### config.mk
export PLATFORM = sky130hd
export DESIGN_NAME = protected_access_controller
export DESIGN_NICKNAME = d
export VERILOG_FILES = /design/src/rtl/protected_access_controller.sv
export SDC_FILE = /design/constraint.sdc
export NUM_CORES = 1
export LEC_CHECK = 0
export BUFFER_PORTS_ARGS = -buffer_cell sky130_fd_sc_hd__buf_4
export CAP_MARGIN = 20
export CORE_MARGIN = 4
export CORE_UTILIZATION = 52
export DETAILED_ROUTE_END_ITERATION = 7
export PLACE_DENSITY = 0.86
export SLEW_MARGIN = 20
export SYNTH_ARGS = -nofsm -noshare
export SYNTH_HDL_FRONTEND = slang
export SYNTH_SLANG_ARGS = --single-unit
### constraint.sdc
create_clock -name clk -period 2.7 [get_ports clk]
set_input_delay 0.54 -clock clk [delete_from_list [all_inputs] [get_ports clk]]
set_output_delay 0.54 -clock clk [all_outputs]
set_load 0.005 [all_outputs]
### src/rtl/protected_access_controller.sv
// ---------------------------------------------------------------------------
// protected_access_controller
//
// Purpose:
//    Guards a small bank of registers behind a per-register permission table.
//    Each request carries a 4-bit key. The request is granted only when the
//    target index exists, the key matches the table entry for that index, and
//    the entry allows the requested operation. A granted access produces a
//    single one-hot enable pulse to the bank. Every accepted request, granted
//    or not, ends with a one-cycle response.
//
// Ports:
//    clk, reset          rising-edge clock, asynchronous active-high reset
//    req_valid/ready     request handshake (ready only while idle)
//    req_write           1 = write, 0 = read
//    req_addr            target register index
//    req_wdata           write data
//    req_key             requester permission key
//    cfg_valid           permission-table write strobe
//    cfg_addr            table entry to overwrite
//    cfg_key             new key for that entry
//    cfg_rd_allow        new read permission for that entry
//    cfg_wr_allow        new write permission for that entry
//    reg_write_enable    one-hot write strobe to the bank
//    reg_read_enable     one-hot read strobe to the bank
//    reg_wdata           shared write-data bus to the bank
//    reg_rdata           registered read bus driven by the bank
//    rsp_valid           one-cycle response strobe
//    rsp_error           response reports a denied access
//    rsp_rdata           data from the most recent granted read
// ---------------------------------------------------------------------------
module protected_access_controller #(
   parameter int WIDTH  = 8,
   parameter int NREGS  = 4,
   parameter int ADDR_W = 2
) (
   input  logic              clk,
   input  logic              reset,
   input  logic              req_valid,
   output logic              req_ready,
   input  logic              req_write,
   input  logic [ADDR_W-1:0] req_addr,
   input  logic [WIDTH-1:0]  req_wdata,
   input  logic [3:0]        req_key,
   input  logic              cfg_valid,
   input  logic [ADDR_W-1:0] cfg_addr,
   input  logic [3:0]        cfg_key,
   input  logic              cfg_rd_allow,
   input  logic              cfg_wr_allow,
   output logic [NREGS-1:0]  reg_write_enable,
   output logic [NREGS-1:0]  reg_read_enable,
   output logic [WIDTH-1:0]  reg_wdata,
   input  logic [WIDTH-1:0]  reg_rdata,
   output logic              rsp_valid,
   output logic              rsp_error,
   output logic [WIDTH-1:0]  rsp_rdata
);

   localparam logic [2:0] IDLE    = 3'd0;
   localparam logic [2:0] CHECK   = 3'd1;
   localparam logic [2:0] ISSUE   = 3'd2;
   localparam logic [2:0] CAPTURE = 3'd3;
   localparam logic [2:0] RESP    = 3'd4;

   logic [2:0]        state_q;
   logic [2:0]        state_d;

   logic              reqWrite_q;
   logic [ADDR_W-1:0] reqAddr_q;
   logic [WIDTH-1:0]  reqWdata_q;
   logic [3:0]        reqKey_q;

   logic              rspError_q;
   logic [WIDTH-1:0]  rspRdata_q;

   logic [3:0]        tableKey_q [NREGS];
   logic [NREGS-1:0]  tableRd_q;
   logic [NREGS-1:0]  tableWr_q;

   logic              acceptReq;
   logic              entryHit;
   logic [3:0]        entryKey;
   logic              entryRd;
   logic              entryWr;
   logic              accessGrant;
   logic [NREGS-1:0]  addrOneHot;
   logic [NREGS-1:0]  cfgOneHot;

   // The block only listens to requests while idle; anything presented while
   // a transaction is in flight is simply not accepted.
   assign req_ready = (state_q == IDLE);
   assign acceptReq = req_valid && req_ready;

   // Decode the latched request index into a one-hot vector. An index at or
   // above NREGS decodes to all zeros, which also makes the table lookup miss.
   always_comb begin
      addrOneHot = '0;
      for (int i = 0; i < NREGS; i++) begin
         if (reqAddr_q == ADDR_W'(i)) begin
            addrOneHot[i] = 1'b1;
         end
      end
   end

   // Same decode for the configuration port so that an out-of-range cfg_addr
   // touches no entry at all.
   always_comb begin
      cfgOneHot = '0;
      for (int i = 0; i < NREGS; i++) begin
         if (cfg_addr == ADDR_W'(i)) begin
            cfgOneHot[i] = 1'b1;
         end
      end
   end

   // Fetch the permission entry for the latched request. The lookup is done
   // by scanning rather than indexing so that a too-large index never reads
   // past the table; entryHit doubles as the "index exists" test.
   always_comb begin
      entryHit = 1'b0;
      entryKey = 4'd0;
      entryRd  = 1'b0;
      entryWr  = 1'b0;
      for (int i = 0; i < NREGS; i++) begin
         if (addrOneHot[i]) begin
            entryHit = 1'b1;
            entryKey = tableKey_q[i];
            entryRd  = tableRd_q[i];
            entryWr  = tableWr_q[i];
         end
      end
   end

   // The grant is evaluated from the registered table, so a configuration
   // write landing on the same edge as the check still sees the old entry.
   assign accessGrant = entryHit
                     && (entryKey == reqKey_q)
                     && (reqWrite_q ? entryWr : entryRd);

   // Permission table. Reset clears every entry to key 0 with no rights, so
   // the block denies everything until software opens entries up.
   always_ff @(posedge clk or posedge reset) begin
      if (reset) begin
         for (int i = 0; i < NREGS; i++) begin
            tableKey_q[i] <= 4'd0;
         end
         tableRd_q <= '0;
         tableWr_q <= '0;
      end else if (cfg_valid) begin
         for (int i = 0; i < NREGS; i++) begin
            if (cfgOneHot[i]) begin
               tableKey_q[i] <= cfg_key;
               tableRd_q[i]  <= cfg_rd_allow;
               tableWr_q[i]  <= cfg_wr_allow;
            end
         end
      end
   end

   // Transaction sequencing. A denial skips straight to the response; a
   // granted write needs only the issue cycle; a granted read also waits one
   // cycle for the bank's registered read data.
   always_comb begin
      state_d = state_q;
      case (state_q)
         IDLE: begin
            if (acceptReq) begin
               state_d = CHECK;
            end
         end
         CHECK: begin
            state_d = accessGrant ? ISSUE : RESP;
         end
         ISSUE: begin
            state_d = reqWrite_q ? RESP : CAPTURE;
         end
         CAPTURE: begin
            state_d = RESP;
         end
         RESP: begin
            state_d = IDLE;
         end
         default: begin
            state_d = IDLE;
         end
      endcase
   end

   // State register. The asynchronous reset drops any transaction in flight,
   // which also kills an enable pulse in the same instant.
   always_ff @(posedge clk or posedge reset) begin
      if (reset) begin
         state_q <= IDLE;
      end else begin
         state_q <= state_d;
      end
   end

   // Capture the request fields on acceptance. reqWdata_q drives the bank's
   // write bus directly, so it holds until the next accepted request.
   always_ff @(posedge clk or posedge reset) begin
      if (reset) begin
         reqWrite_q <= 1'b0;
         reqAddr_q  <= '0;
         reqWdata_q <= '0;
         reqKey_q   <= 4'd0;
      end else if (acceptReq) begin
         reqWrite_q <= req_write;
         reqAddr_q  <= req_addr;
         reqWdata_q <= req_wdata;
         reqKey_q   <= req_key;
      end
   end

   // The error flag is decided at the check and cleared as the response
   // retires, so it is only ever high alongside rsp_valid.
   always_ff @(posedge clk or posedge reset) begin
      if (reset) begin
         rspError_q <= 1'b0;
      end else if (state_q == CHECK) begin
         rspError_q <= !accessGrant;
      end else if (state_q == RESP) begin
         rspError_q <= 1'b0;
      end
   end

   // Read data is taken from the bank only at the end of CAPTURE; writes and
   // denials never pass through CAPTURE, so they leave the old value alone.
   always_ff @(posedge clk or posedge reset) begin
      if (reset) begin
         rspRdata_q <= '0;
      end else if (state_q == CAPTURE) begin
         rspRdata_q <= reg_rdata;
      end
   end

   // Bank strobes exist only in ISSUE and only one direction is ever driven,
   // so the two vectors can never be nonzero together.
   always_comb begin
      reg_write_enable = '0;
      reg_read_enable  = '0;
      if (state_q == ISSUE) begin
         if (reqWrite_q) begin
            reg_write_enable = addrOneHot;
         end else begin
            reg_read_enable = addrOneHot;
         end
      end
   end

   assign reg_wdata = reqWdata_q;
   assign rsp_valid = (state_q == RESP);
   assign rsp_error = rspError_q;
   assign rsp_rdata = rspRdata_q;

endmodule

Yosys cells after proc, flatten, opt, wreduce, memory -nomap -nowiden
Cells that the tools add are included.
{"block": "totals", "ff_bits": 51, "in_bits": 35, "out_inout_bits": 27, "wordCells": 78}
{"block": "classes", "eq_ne": 12, "mux": 35, "reduce_logical": 12}
{"op": "2-to-1 mux 4 bit", "n": 8}
{"op": "2-to-1 mux 1 bit", "n": 23}
{"op": "one-hot mux 3 bit (4 select lines)", "n": 1}
{"op": "2-to-1 mux 3 bit", "n": 3}
{"op": "equality test 2 bit, second input constant", "n": 4}
{"op": "AND reduction 2 bit", "n": 4}
{"op": "equality test 3 x 2 -> 1 bit, second input constant", "n": 2}
{"op": "equality test 2 x 1 -> 1 bit, second input constant", "n": 2}
{"op": "equality test 4 bit", "n": 1}
{"op": "logical NOT 2 bit", "n": 2}
{"op": "equality test 3 x 1 -> 1 bit, second input constant", "n": 1}
{"op": "equality test 3 bit, second input constant", "n": 1}
{"op": "logical AND 1 bit", "n": 3}
{"op": "logical NOT 3 bit", "n": 1}
{"op": "inequality test 2 x 1 -> 1 bit, second input constant", "n": 1}
{"op": "nonzero test 2 bit", "n": 1}
{"op": "logical NOT 1 bit", "n": 1}

Logic depth before layout (Yosys ltp)
{"block": "logic_depth", "depth_word": 11, "ltp_mapped": 6, "depth_no_buf": 5}

Least setup slack after synthesis
OpenSTA, ideal clock, no wires.
{"block": "synth_timing", "path_type": "flip-flop to flip-flop", "start": "register reqAddr_q[0]", "end": "register state_q[2]", "setup_ns": 0.125, "arrival_time_ns": 1.919, "path_slack_ns": 0.656, "stages_incl_launch_ff": 6, "n_path_buf": 0, "cell_sequence": "dfrtp_1 -> mux4_2 -> xor2_1 -> or4_4 -> a211o_1 -> a2bb2oi_1"}
{"block": "synth_between", "elab_chain_cells": 11, "elab_cells_between_ends": 30, "classes_between": "eq/ne: 4; mux: 23; reduce/logical: 3"}
{"item": "start, declared", "line": "69", "source": "logic [ADDR_W-1:0] reqAddr_q;"}
{"item": "start signal, assigned", "line": "209", "source": "reqAddr_q <= req_addr;"}
{"item": "logical NOT 2 bit", "line": "99", "source": "if (reqAddr_q == ADDR_W'(i)) begin"}
{"item": "2-to-1 mux 1 bit", "line": "99"}
{"item": "2-to-1 mux 4 bit (4 in a row)", "line": "125", "source": "if (addrOneHot[i]) begin"}
{"item": "equality test 4 bit", "line": "137", "source": "&& (entryKey == reqKey_q)"}
{"item": "logical AND 1 bit", "line": "137"}
{"item": "logical AND 1 bit *", "line": "138", "source": "&& (reqWrite_q ? entryWr : entryRd);"}
{"item": "2-to-1 mux 3 bit *", "line": "172", "source": "state_d = accessGrant ? ISSUE : RESP;"}
{"item": "one-hot mux 3 bit (4 select lines) *", "line": "165", "source": "case (state_q)"}
{"item": "end signal, assigned", "line": "195", "source": "state_q <= state_d;"}
{"item": "end, declared", "line": "65", "source": "logic [2:0] state_q;"}
Mark *: on every way between the ends. The rest lies on a longest branch, timed or not.
A chain may end at the register's enable or synchronous reset.

Worst setup path in the final report
Ends and elaborated chain as after synthesis.

==> flow_summary.yaml <==
floorplanning:
  rows: 23
  fp.dieArea_um2: 5520
  fp.dieW_um: 74.3
  start_util_pct: 55.5
  core_um2: 4120
  pin_count: 62
  die_h_um: 74.3
synth:
  syn_area_um2: 2280
  avgSynthCellArea_um2: 14.2
  synth-seq-area-share_pct: 55.9
  synthesis.instances: 161
  synth_top_area_share_pct: 55.9
  yosysUniqueCellTypes: 38
  synth_seq_cells: 51
  yosys_warnings: 0
  synth_area_leaders: "dfrtp_1, mux2_2, mux2_1"
  yosysTopAreaCell: "dfrtp_1"
  async_flop_share_pct: 100
  synth_edf_count: 0
  synth_fp_nets: 196
  synthFlopType: "dfrtp_1"
cells_and_area:
  final_cells: 280
  finish.utilization_pct: 70.4
  fillers: 315
  multiInputGateArea_um2: 965
  syn2layout_area_growth_pct: 26.8
  design_area_um2: 2900
  nets: 264
  diodes: 0
  drive_gt1_share_pct: 47.8
  regArea_um2: 1280
worst_hold_path:
  hold_path_class: "primary input to async pin"
timing:
  slew_headroom_pct: 64.2
  maxSlewViolCount: 0
  fmax_mhz: 468
  setup_tns_ns: 0
  setup_ws_ns: 0.566
  fin_skew_ns: 0.00936
  hold_viol: 0
  period_share_pct: 79.1
  worst_pin_slew_ns: 0.537
  setup_viol: 0
  layout_min_cycle_time_ns: 2.13
  rsz0062_at_grt: "false"
worst_setup_path:
  cp-start-kind: "register"
  cp.required_ns: 2.89
  cp_max_fo: 2
  worstPathArrival_ns: 2.32
  cp_cell_sequence: "mux4_2, xor2_1, or4_4, a211o_1, a2bb2oi_1"
  endpoint_kind: "register"
  cpMaxStageDelayCell: "or4_4"
  crit_path_max_incr_delay_ns: 0.54
  crit_type: "register to register"
global_routing:
  grt_max_degree: 27
  antenna_found_initial: 0
  overflow: 0
  grt_usage_pct: 17.9
  grt_pass1_vias: 1514
  grt_pass1_wl_um: 7420
clocking:
  clockRootBuffer: "clkbuf_8"
  clk_pin_slew_ns: 0.09
  insertion_delay_ns: 0.30
  clock-sinks: 51
  htreeDepth: 2
  ctsHoldBuffers: 0
  post_cts_buffers: 0
  ctsLongestPathBuffers: 2
  cts_buffers: 5
  cts_resized: 0
  cts_tree: "built"
routing:
  vias: 1502
  drtPass1Iterations: 4
  routed_wirelength_um: 4600
  drt_iter0_drc: 73
  wire_per_inst_um: 16.4
  postRouteAntennaNets: 0
  vias_per_cell: 5.36
  drc_errors: 0
run:
  cap_violations: 0
place:
  dp.cells: 272
  port-buffer-count: 61
  place_ws_ns: 0.584
  place.gp.congestion: 0.795
  placed_area_um2: 2810
  dp_hpwl_um: 3510
power_and_ir_drop:
  p_leak_nw: 1.32
  ir_drop_uv: 489
  power.density_nw_per_um2: 930
run_status:
  outcome: "finished clean"
## cells by family (layout without fill, tap and decap cells)
family	after synthesis	in the layout	share of synthesized area (%)
buffers and inverters	7	76	1.86
DFF	51	51	55.9
and+or+nand+nor	32	32	8.93
AOI/OAI and AO/OA	11	11	3.51
xor gates and xnor gates	5	5	1.92
muxes	55	55	27.9
## stage by stage
step | hold slack (ns) | power (mW)
5_1_grt | 0.315 | 2.87
4_1_cts | 0.295 | 2.72
6_report | 0.274 | 2.69
2_1_floorplan | 0.459 | 1.86
3_5_place_dp | 0.476 | 2.29
3_3_place_gp | 0.468 | 2.24
## layout make-up
class,count,share of cell area [%]
clock buffers,6,2.51
clock inverters,2,0.432
inverters,1,0.130
multi-input cells,103,33.3
flip-flops and latches,51,44.1
well taps,50,2.16
repair buffers,67,17.4
## flip-flops by register name (all words and copies together) (netlist names), 2 cells and up
signal,flops
tableKey_q,16
reg_wdata,8
rsp_rdata,8
reqKey_q,4
tableRd_q,4
tableWr_q,4
state_q,3
reqAddr_q,2
## where the power goes
| part | internal, mW | switching [mW] | total, mW |
|---|---|---|---|
| Clock | 0.182 | 0.248 | 0.429 |
| Combinational | 0.636 | 0.413 | 1.05 |
| Sequential | 1.03 | 0.182 | 1.21 |
| Total | 1.85 | 0.843 | 2.69 |
## Yosys cell counts (2+ instances only)
cell      instances
a211oi_1          2
and2b_1           2
buf_4             3
dfrtp_1          51
mux2_1           23
mux2_2           26
mux2i_1           4
mux4_2            2
nand2b_1          2
nand3_1           2
nand3b_1          3
nor2_1            6
nor3_1            3
nor3b_1           2
o21ai_1           2
or2b_1            3
xnor2_1           2
xor2_1            3
## per-layer routing
metal | vias up | GRT usage, % | wire length [um]
met5 | - | 0 | 0
met4 | 0 | 4.94 | 55
met3 | 5 | 3.92 | 230
met2 | 39 | 31.6 | 2420
met1 | 745 | 22.2 | 1890
li1 | 713 | - | -
## worst max-delay path: cells and delay by family (launching register included)
family	cells	cell delay (ns)
compound gates	2	0.44
xor+xnor	1	0.15
simple gates	1	0.54
flops	1	0.38
mux	1	0.51
## layout by cell type (no fill, tap or decap), drive strengths merged, types with 2 or more instances in the layout
cell,count
nand3,2
nand2b,2
xor2,3
mux2i,4
and2b,3
mux2,49
a211oi,2
nor3,3
a211o,2
dfrtp,51
nor2,7
nor3b,2
clkbuf,6
nand3b,4
buf,67
xnor2,2
o21ai,3
mux4,2
or2b,4
## worst paths after layout
check                                  start              to  slack [ns]  depth (start not counted)
max in group asynchronous              reset  tableKey_q[14]        1.84                          3
worst min-delay path                   reset    reg_wdata[5]        0.27                          2
worst max-delay path            reqAddr_q[0]      state_q[2]        0.57                          5
worst min register to register  reg_wdata[0]    reg_wdata[0]        0.49                          1
worst max register to register  reqAddr_q[0]      state_q[2]        0.57                          5
min in group clk                reg_rdata[1]    rsp_rdata[1]        0.44                          2
No activity file was read; power rests on OpenSTA's default activity.
